File: src/rtl/loader_pkg.sv
// Shared types for the ioctl -> SDRAM loader.
//   loader_state_e : loader FSM states
//   pend_wr_t      : one SDRAM write request {addr, din, wrl, wrh}
//   word_addr()    : byte address -> SDRAM word address with base offset
package loader_pkg;

   localparam logic [7:0] ROM_INDEX_DEF = 8'd0;
   localparam logic [7:0] DIP_INDEX_DEF = 8'd254;

   typedef enum logic [1:0] {
      IDLE        = 2'd0,  // nothing pending
      HOLD        = 2'd1,  // even (low) byte pending
      ISSUE       = 2'd2,  // waiting for the ack of the last request
      FLUSH_ISSUE = 2'd3   // a strobe is stored and handled once the port is free
   } loader_state_e;

   typedef struct packed {
      logic [23:0] addr;
      logic [15:0] din;
      logic        wrl;
      logic        wrh;
   } pend_wr_t;

   // Wrap-around is intended: the sum is truncated to 24 bits.
   function automatic logic [23:0] word_addr(input logic [24:0] byte_addr,
                                             input logic [23:0] base);
      return byte_addr[24:1] + base;
   endfunction

endpackage

File: src/rtl/toggle_req_port.sv
// Toggle req/ack handshake master for one SDRAM port.
// Handshake: a request is outstanding while req_o != ack_i. issue_i is
// accepted only when nothing is outstanding; it toggles req_o and loads the
// write fields in the same cycle. The fields stay held until ack_i == req_o.
// Only one request is ever outstanding.
// Ports:
//   clk_i, reset_i : clock, synchronous active-high reset
//   issue_i, wr_i  : start a request with the given write fields
//   ack_i          : ack toggle from the SDRAM controller
//   req_o          : request toggle
//   busy_o         : request outstanding
//   wr_o           : held write fields
module toggle_req_port
   import loader_pkg::*;
(
   input  logic     clk_i,
   input  logic     reset_i,
   input  logic     issue_i,
   input  pend_wr_t wr_i,
   input  logic     ack_i,
   output logic     req_o,
   output logic     busy_o,
   output pend_wr_t wr_o
);

   logic     req_q;
   pend_wr_t wr_q;

   assign busy_o = (req_q != ack_i);
   assign req_o  = req_q;
   assign wr_o   = wr_q;

   // req_q is never forced by reset: dropping it would either fake an ack
   // or create a spurious request against the controller's ack toggle.
   // Held fields are cleared only when no request depends on them.
   always_ff @(posedge clk_i) begin
      if (reset_i) begin
         if (!busy_o) begin
            wr_q <= '0;
         end
      end else if (issue_i && !busy_o) begin
         req_q <= ~req_q;
         wr_q  <= wr_i;
      end
   end

endmodule

File: src/rtl/ioctl_sdram_loader.sv
// Bridges the hps_io byte download stream to a 16-bit toggle-handshake
// SDRAM write port, packing even/odd byte pairs into word writes, and
// captures DIP-switch bytes into a register bank.
// Optional feature macro: LOADER_CHECKSUM_EN adds checksum[15:0], the
// wrap-around sum of all accepted ROM bytes.
// Ports:
//   clk_sys, reset                : clock, synchronous active-high reset
//   ioctl_download/index/wr/addr/dout : hps_io download stream
//   ioctl_wait                    : stall request back to hps_io
//   sdr_addr/din/wrl/wrh/req      : SDRAM write request (toggle req)
//   sdr_ack                       : ack toggle from the SDRAM controller
//   dip_sw                        : DIP bytes, byte n at [8n+7:8n]
//   rom_loaded                    : ROM download finished and fully written
module ioctl_sdram_loader
   import loader_pkg::*;
#(
   parameter logic [7:0]  ROM_INDEX = ROM_INDEX_DEF,
   parameter logic [7:0]  DIP_INDEX = DIP_INDEX_DEF,
   parameter int          DIP_BYTES = 8,
   parameter logic [24:0] ROM_LIMIT = 25'h1000000,
   parameter logic [23:0] SDR_BASE  = 24'h000000
) (
   input  logic                   clk_sys,
   input  logic                   reset,
   input  logic                   ioctl_download,
   input  logic [7:0]             ioctl_index,
   input  logic                   ioctl_wr,
   input  logic [24:0]            ioctl_addr,
   input  logic [7:0]             ioctl_dout,
   output logic                   ioctl_wait,
   output logic [23:0]            sdr_addr,
   output logic [15:0]            sdr_din,
   output logic                   sdr_wrl,
   output logic                   sdr_wrh,
   output logic                   sdr_req,
   input  logic                   sdr_ack,
   output logic [DIP_BYTES*8-1:0] dip_sw,
   output logic                   rom_loaded
`ifdef LOADER_CHECKSUM_EN
   ,
   output logic [15:0]            checksum
`endif
);

   loader_state_e state_q, state_d;
   logic          pend_vld_q, pend_vld_d;
   logic [24:0]   pend_addr_q, pend_addr_d;
   logic [7:0]    pend_data_q, pend_data_d;
   logic [24:0]   st_addr_q, st_addr_d;
   logic [7:0]    st_data_q, st_data_d;
   logic          wait_q, wait_d;
   logic          fin_q, fin_d;
   logic          loaded_q, loaded_d;
   logic          dl_q, rom_dl_q;
   logic [DIP_BYTES*8-1:0] dip_q;

   logic          busy, issue, rom_acc, rise, fall, proc_go, contig;
   logic [24:0]   proc_addr;
   logic [7:0]    proc_data;
   pend_wr_t      wr_req, wr_held;

   assign rise    = ioctl_download && !dl_q;
   assign fall    = !ioctl_download && dl_q;
   assign rom_acc = ioctl_wr && (ioctl_index == ROM_INDEX) && (ioctl_addr < ROM_LIMIT);

   // A stored strobe (after a flush, or deferred behind a request still
   // outstanding across a reset) is re-run through the same strobe logic.
   assign proc_addr = (state_q == FLUSH_ISSUE) ? st_addr_q : ioctl_addr;
   assign proc_data = (state_q == FLUSH_ISSUE) ? st_data_q : ioctl_dout;
   assign proc_go   = (rom_acc && (state_q == IDLE || state_q == HOLD)) ||
                      (state_q == FLUSH_ISSUE && !busy);
   assign contig    = pend_vld_q && (proc_addr == pend_addr_q + 25'd1);

   always_comb begin
      state_d     = state_q;
      pend_vld_d  = pend_vld_q;
      pend_addr_d = pend_addr_q;
      pend_data_d = pend_data_q;
      st_addr_d   = st_addr_q;
      st_data_d   = st_data_q;
      wait_d      = wait_q;
      fin_d       = fin_q || (fall && rom_dl_q);
      loaded_d    = loaded_q;
      issue       = 1'b0;
      wr_req      = '0;

      if (rise && ioctl_index == ROM_INDEX) begin
         loaded_d = 1'b0;
         fin_d    = 1'b0;
      end

      if (proc_go) begin
         if ((contig || pend_vld_q || proc_addr[0]) && busy) begin
            // Needs the port but it is still busy: park the strobe.
            st_addr_d = proc_addr;
            st_data_d = proc_data;
            state_d   = FLUSH_ISSUE;
            wait_d    = 1'b1;
         end else if (contig) begin
            issue      = 1'b1;
            wr_req     = '{word_addr(proc_addr, SDR_BASE), {proc_data, pend_data_q}, 1'b1, 1'b1};
            pend_vld_d = 1'b0;
            state_d    = ISSUE;
            wait_d     = 1'b1;
         end else if (pend_vld_q) begin
            // Address jump: write out the lone low byte, keep the new strobe.
            issue      = 1'b1;
            wr_req     = '{word_addr(pend_addr_q, SDR_BASE), {pend_data_q, pend_data_q}, 1'b1, 1'b0};
            pend_vld_d = 1'b0;
            st_addr_d  = proc_addr;
            st_data_d  = proc_data;
            state_d    = FLUSH_ISSUE;
            wait_d     = 1'b1;
         end else if (!proc_addr[0]) begin
            pend_vld_d  = 1'b1;
            pend_addr_d = proc_addr;
            pend_data_d = proc_data;
            state_d     = HOLD;
            wait_d      = 1'b0;
         end else begin
            issue   = 1'b1;
            wr_req  = '{word_addr(proc_addr, SDR_BASE), {proc_data, proc_data}, 1'b0, 1'b1};
            state_d = ISSUE;
            wait_d  = 1'b1;
         end
      end else begin
         case (state_q)
            IDLE, HOLD: begin
               if (fin_d && pend_vld_q && !busy) begin
                  issue      = 1'b1;
                  wr_req     = '{word_addr(pend_addr_q, SDR_BASE), {pend_data_q, pend_data_q}, 1'b1, 1'b0};
                  pend_vld_d = 1'b0;
                  state_d    = ISSUE;
                  wait_d     = 1'b1;
               end
            end
            ISSUE: begin
               if (!busy) begin
                  state_d = pend_vld_q ? HOLD : IDLE;
                  wait_d  = 1'b0;
               end
            end
            default: ;
         endcase
      end

      // Download finished and the last write is acked.
      if (fin_d && state_d == IDLE && !pend_vld_d && !busy && !issue) begin
         loaded_d = 1'b1;
         fin_d    = 1'b0;
      end
   end

   always_ff @(posedge clk_sys) begin
      if (reset) begin
         state_q     <= IDLE;
         pend_vld_q  <= 1'b0;
         pend_addr_q <= '0;
         pend_data_q <= '0;
         st_addr_q   <= '0;
         st_data_q   <= '0;
         wait_q      <= 1'b0;
         fin_q       <= 1'b0;
         loaded_q    <= 1'b0;
         dl_q        <= 1'b0;
         rom_dl_q    <= 1'b0;
      end else begin
         state_q     <= state_d;
         pend_vld_q  <= pend_vld_d;
         pend_addr_q <= pend_addr_d;
         pend_data_q <= pend_data_d;
         st_addr_q   <= st_addr_d;
         st_data_q   <= st_data_d;
         wait_q      <= wait_d;
         fin_q       <= fin_d;
         loaded_q    <= loaded_d;
         dl_q        <= ioctl_download;
         if (rise) begin
            rom_dl_q <= (ioctl_index == ROM_INDEX);
         end
      end
   end

   always_ff @(posedge clk_sys) begin
      if (reset) begin
         dip_q <= '1;
      end else if (ioctl_wr && ioctl_index == DIP_INDEX && ioctl_addr < 25'(DIP_BYTES)) begin
         for (int i = 0; i < DIP_BYTES; i++) begin
            if (ioctl_addr[2:0] == 3'(i)) begin
               dip_q[8*i +: 8] <= ioctl_dout;
            end
         end
      end
   end

`ifdef LOADER_CHECKSUM_EN
   logic [15:0] csum_q;
   always_ff @(posedge clk_sys) begin
      if (reset || (rise && ioctl_index == ROM_INDEX)) begin
         csum_q <= '0;
      end else if (rom_acc) begin
         csum_q <= csum_q + {8'h00, ioctl_dout};
      end
   end
   assign checksum = csum_q;
`endif

   toggle_req_port u_port (
      .clk_i   (clk_sys),
      .reset_i (reset),
      .issue_i (issue),
      .wr_i    (wr_req),
      .ack_i   (sdr_ack),
      .req_o   (sdr_req),
      .busy_o  (busy),
      .wr_o    (wr_held)
   );

   assign sdr_addr   = wr_held.addr;
   assign sdr_din    = wr_held.din;
   assign sdr_wrl    = wr_held.wrl;
   assign sdr_wrh    = wr_held.wrh;
   assign ioctl_wait = wait_q;
   assign dip_sw     = dip_q;
   assign rom_loaded = loaded_q;

endmodule

File: config.mk
export PLATFORM = sky130hd
export DESIGN_NAME = ioctl_sdram_loader
export DESIGN_NICKNAME = d
export VERILOG_FILES = /design/src/rtl/loader_pkg.sv /design/src/rtl/toggle_req_port.sv /design/src/rtl/ioctl_sdram_loader.sv
export SDC_FILE = /design/constraint.sdc
export NUM_CORES = 1
export LEC_CHECK = 0
export BUFFER_PORTS_ARGS = -buffer_cell sky130_fd_sc_hd__clkbuf_2
export CORE_ASPECT_RATIO = 2
export CORE_MARGIN = 3
export CORE_UTILIZATION = 45
export CTS_BUF_LIST = sky130_fd_sc_hd__clkbuf_2
export DETAILED_ROUTE_END_ITERATION = 8
export PLACE_DENSITY = 0.72
export SLEW_MARGIN = 20
export SYNTH_ARGS = -nofsm -noshare
export SYNTH_HDL_FRONTEND = slang
export SYNTH_HIERARCHICAL = 1
export SYNTH_SLANG_ARGS = --single-unit
File: constraint.sdc
create_clock -name clk_sys -period 4.55 [get_ports clk_sys]
set_clock_uncertainty 0.1 [all_clocks]
set_input_delay 1.1375 -clock clk_sys [delete_from_list [all_inputs] [get_ports clk_sys]]
set_output_delay 1.1375 -clock clk_sys [all_outputs]
set_load 0.03 [all_outputs]
# Word level (Yosys, flattened, before mapping)
# Cells that the tools add are included.
# totals
regBits	180
inputBits	46
out_inout_bits	109
wordCells	151
# classes
addsub	1
order_cmp	2
n_eq_ne	17
mux	49
bitwise	6
n_reduce_logical	52
# op_table
cell	count
$mux W42	10
$mux W25	4
$mux W8	4
$add A25 B1 Y25 const B	1
$eq A25 B25 Y1	1
$lt A25 B25 Y1 const B	1
$lt A25 B4 Y1 const B	1
$mux W1	22
$reduce_and A2 Y1	10
$logic_and A1 B1 Y1	19
$mux W2	7
$eq A3 B3 Y1 const B	4
$eq A8 B8 Y1 const B	1
$logic_not A8 Y1	1
$eq A3 B2 Y1 const B	2
$ne A3 B3 Y1 const B	2
$not A1 Y1	6
$reduce_and A3 Y1	2
$reduce_bool A2 Y1	3
$logic_not A1 Y1	5
$logic_or A1 B1 Y1	5
$reduce_and A5 Y1	1
$eq A2 B2 Y1 const B	2
$logic_not A2 Y1	2
10 further kinds	11

# Longest topological paths before layout
# logic_depth
ltp_word	16
depth_mapped	12
mapped_depth_nobuf	8

# Modules after synthesis
# Netlist, hierarchy kept.
# by_module_without_submodules
mod	instances	cells_each	area_per_inst_um2	seq_area_each_um2
ioctl_sdram_loader	1	833	7329.5	2742.6
toggle_req_port	1	94	1607.8	1291.2

# Worst setup path after synthesis
# No wires, ideal clock.
# synth_timing
path_type	input-to-reg
startpoint	input sdr_ack
endpoint	register u_port.wr_q (netlist bit u_port/wr_o[0]) (enable)
setup_ns	0.441
arrival_ns	4.344
t_required_ns	4.009
slack_ns	-0.335
stages	8
path_buffers	1
cell_sequence	xor2_1 -> inv_1 -> a21boi_0 -> nand3_1 -> clkbuf_1 -> o21ai_0 -> nor2_1 -> nor2_1
# synth_via
elab_chain_len	9
word_cells_on_any_way	14
cone_classes	2 x eq/ne; 4 x mux; 8 x reduce/logical
# synth_lines
item	line_no	source
from (decl)	ioctl_sdram_loader.sv:36	input logic sdr_ack,
$ne A1 B1 Y1 *	toggle_req_port.sv:29	assign busy_o = (req_q != ack_i);
$logic_not A1 Y1	n/a	
$logic_and A1 B1 Y1	ioctl_sdram_loader.sv:129	if (fin_d && pend_vld_q && !busy) begin
$mux W1	ioctl_sdram_loader.sv:129	
$mux W1	ioctl_sdram_loader.sv:127	case (state_q)
$mux W1 *	ioctl_sdram_loader.sv:92	if (proc_go) begin
via issue	ioctl_sdram_loader.sv:57	logic busy, issue, rom_acc, rise, fall, proc_go, contig;
$logic_and A1 B1 Y1 *	toggle_req_port.sv:41	end else if (issue_i && !busy_o) begin
$reduce_bool A2 Y1 (no line) *	n/a	
$reduce_and A2 Y1 (no line) *	n/a	
to (signal assigned)	toggle_req_port.sv:43	wr_q <= wr_i;
to (decl)	toggle_req_port.sv:27	pend_wr_t wr_q;
# Mark *: on every way through the listed nets, which the timed path passes. The rest lies on a longest branch.
# A chain may end at the register's enable or synchronous reset.

==> results.txt <==
----------------------------------------------------
[Clocking]
  Root Buffer ... sky130_fd_sc_hd__clkbuf_2
  Clock tree from TritonCTS ... done
  Cts repair resizes ... 0
  Buffers inserted during post-CTS setup optimization ... 0
  Number of buffers on the longest clock path ... 2
  Clock latency reported for the late side of the worst-skew pair ... 780 ps
  # H-tree levels ... 4
  Number of clock buffers inserted by TritonCTS ... 17
  CTS clock-pin slew for the worst setup and hold paths ... 240 ps
  Sinks on the clock net ... 180
  Hold_buf cts ... 0

[Setup path]
  Worst path slowest cell ... sky130_fd_sc_hd__dfxtp_1
  Data required time at the worst endpoint ... 4990 ps
  Worst path arrival time ... 4220 ps
  Depth of the worst register-to-register path ... 8
  Crit path cell chain ... nand2_4 > a211o_1 > a221oi_1 > nand4_1 > nor4_4 > o21a_2 > o22ai_1 > nor2b_1
  Worst r2r src ... state_q[1]
  Largest driver fanout on the critical path ... 38
  Critical Path Sink Type ... flop
  CP endpoint ... u_port/wr_o[18]
  Register-to-register setup slack ... 770 ps
  Delay of the slowest cell on the worst path ... 660 ps
  Buf+Inv Stages, Crit Path ... 0
  Worst Path Class, Setup ... flop to flop
  Crit path max-delay family ... compound AO/OA/AOI/OAI gates
  Worst Setup Start Kind ... flop
  Worst flop-to-flop path endpoint ... u_port/wr_o[18]
  Path length in cells of the critical path ... 8
  Critical path origin ... state_q[1]

[Timing]
  Max Clock Freq ... 0.265 GHz
  Final critical delay including setup and external delays ... 3780 ps
  Tightest Pin Transition ... 930 ps
  RSZ-0062 raised after global routing ... no
  Slew HR ... 37.9%
  Final hold violation count ... 0
  Worst setup slack after layout ... 774 ps
  Final TNS setup ... 0 ps
  Post-route fraction of the period consumed by the critical path ... 83.0%
  Total of endpoints with negative setup slack in the final report ... 0
  Max-slew violations ... 0

[Placement]
  Placed instance count ... 1,283
  Post-DP HPWL ... 16,900 µm
  Routability congestion estimate from global placement ... 0.885
  Pre-CTS worst setup slack ... 654 ps
  PortBufs ... 154

[Yosys]
  Syn nets ... 973
  Dominant synthesized flop cell ... sky130_fd_sc_hd__dfxtp_1
  Post-synth ARST share ... 0%
  Syn avg cell area ... 9.64 µm²
  Flip-flop and latch count after synthesis ... 180
  Number of unique standard cell types used by synthesis ... 63
  Netlist Area Pre-Place ... 8940 µm²
  Sequential share of the synthesized area ... 45.1%
  Number of synthesized flops with an enable pin ... 43
  Library cell with the largest summed area after synthesis ... sky130_fd_sc_hd__dfxtp_1
  Top post-synthesis cells by area ... sky130_fd_sc_hd__dfxtp_1 31%, sky130_fd_sc_hd__edfxtp_1 14%, sky130_fd_sc_hd__nor2b_1 7.6%, sky130_fd_sc_hd__mux2i_1 6.4%, sky130_fd_sc_hd__a211o_1 5.7%
  Area share of the largest cell type after synthesis ... 30.7%
  Warnings, synthesis ... 6
  Instance count of the mapped netlist ... 927

[Worst hold path]
  Classification of the worst-slack hold path ... flop to flop
  Hold path startpoint ... rom_loaded

[Route]
  Drc violations ... 0
  Overall via count from detail_route ... 7,258
  Routed length per instance ... 18.0 µm
  Routed WL ... 23,700 µm
  Post-DR vias/cell ... 5.52
  Post-detailed-route count of antenna-violating nets ... 0
  DR iter-0 viols ... 377
  Router iterations before antenna repair ... 5

[Die]
  Vertical die dimension ... 205 µm
  Area enclosed by the die boundary ... 21,700 µm²
  Core footprint ... 19,500 µm²
  Starting density of the core ... 45.9%
  Die Wd ... 106 µm
  Number of standard-cell rows in the floorplan ... 72
  Total I/O pin count ... 155

[Finish]
  Share of post-route cells with drive strength above 1 ... 21.8%
  Most common cell after layout, fill and taps aside ... sky130_fd_sc_hd__clkbuf_2
  Area growth from synthesis to layout ... 13.0%
  Commonest cells after routing, fill and taps aside ... 173 x sky130_fd_sc_hd__clkbuf_2, 137 x sky130_fd_sc_hd__dfxtp_1, 109 x sky130_fd_sc_hd__nor2b_1
  Post-layout instance count excluding filler cells ... 1,315
  Final net count ... 1,089

[Power]
  Worst IR Drop VDD ... 0.000191 V
  Power density cells ... 267 nW/µm²
  LEAKAGE ... 3.85 nW

[Global route]
  Global router's overall resource usage ... 22.1%
  Number of antenna violations at the first check in global routing ... 1
  Wire length of the first global-routing pass ... 37,900 µm
  Largest net degree at the start of global routing ... 122
  Number of global-route vias before repair ... 7,056
  Total congestion overflow ... 0

[Status]
  Outcome ... completed

[Job]
  MaxCap Viol Count ... 0

----------------------------------------------------
==> worst min path at each step <==
stage,to,slack [ps],cells past startpoint
floorplan,st_addr_q[2],350,2
global placement,rom_loaded,350,2
detailed placement,rom_loaded,360,2
CTS,rom_loaded,390,2
global route,rom_loaded,420,2
finish,rom_loaded,390,2
==> layout make-up <==
| type | instances | area, µm² |
|---|---|---|
| Tap cell | 259 | 324 |
| Fill cell | 1835 | 9360 |
| Clock buffer | 20 | 100 |
| Antenna cell | 1 | 2.50 |
| Clock inverter | 11 | 135 |
| Inverter | 29 | 109 |
| Sequential cell | 180 | 4030 |
| Timing Repair Buffer | 173 | 957 |
| Multi-Input combinational cell | 642 | 4440 |
==> layer usage <==
| metal | GRT usage, % | vias to the layer above | share of wire [%] |
|---|---|---|---|
| met2 | 39.8 | 233 | 53 |
| met5 | 0 | - | 0 |
| li1 | - | 3540 | - |
| met3 | 4.14 | 41 | 5.1 |
| met4 | 9.26 | 0 | 3.0 |
| met1 | 25.4 | 3444 | 39 |
==> registers in the layout, summed over array words and instances (netlist names), 2 cells and up <==
signal,count
pend_addr_q,24
st_data_q,8
state_q,2
dip_sw,64
u_port/wr_o,42
pend_data_q,8
st_addr_q,25
==> tightest hold or removal path: stages, from the launching register on <==
cell and delay (ps):
sky130_fd_sc_hd__dfxtp_1 370, sky130_fd_sc_hd__nand2_1 50, sky130_fd_sc_hd__a21oi_1 60
==> kinds of logic (layout without fill, tap and decap cells) <==
| kind of cell | Yosys count | after routing | synth area share (%) |
|---|---|---|---|
| simple gates | 337 | 337 | 21.3 |
| compound gates | 219 | 219 | 18.4 |
| flops | 180 | 180 | 45.1 |
| buf+inv | 105 | 233 | 5.38 |
| mux | 66 | 66 | 7.85 |
| xor+xnor | 20 | 20 | 1.96 |
| other cells | 0 | 1 | 0 |
==> metrics by stage <==
stage | util (%) | total power, mW | hold slack, ps | instance area (µm²)
3_5_place_dp | 50.7 | 1.89 | 356 | 9860
6_report | 51.9 | 2.70 | 388 | 10100
5_1_grt | 51.9 | 2.81 | 418 | 10100
2_1_floorplan | - | 1.80 | 348 | 8940
4_1_cts | 51.9 | 2.73 | 387 | 10100
3_3_place_gp | 50.7 | 1.89 | 347 | 9860
==> cell usage after synthesis (9+ instances only) <==
cell,count
sky130_fd_sc_hd__clkbuf_1,40
sky130_fd_sc_hd__o22ai_1,18
sky130_fd_sc_hd__edfxtp_1,43
sky130_fd_sc_hd__a211o_1,58
sky130_fd_sc_hd__nor2_1,51
sky130_fd_sc_hd__buf_4,9
sky130_fd_sc_hd__o21ai_0,36
sky130_fd_sc_hd__o32ai_1,9
sky130_fd_sc_hd__dfxtp_1,137
sky130_fd_sc_hd__a21oi_1,18
sky130_fd_sc_hd__mux2i_1,57
sky130_fd_sc_hd__inv_1,28
sky130_fd_sc_hd__a211oi_1,33
sky130_fd_sc_hd__xor2_1,12
sky130_fd_sc_hd__nand2b_1,56
sky130_fd_sc_hd__nand3_1,20
sky130_fd_sc_hd__nor2b_1,109
sky130_fd_sc_hd__nor4_1,9
sky130_fd_sc_hd__nand2_1,52
sky130_fd_sc_hd__buf_2,18
sky130_fd_sc_hd__o2bb2ai_1,16
==> where the power goes <==
group	switching [mW]	internal [mW]	leakage, nW	total (mW)
logic	0.140	0.0581	2.18	0.198
registers	0.00513	1.65	1.52	1.66
clock network	0.540	0.307	0.155	0.848
total	0.686	2.02	3.85	2.70
Note: power is estimated with default switching activity, not from simulation.
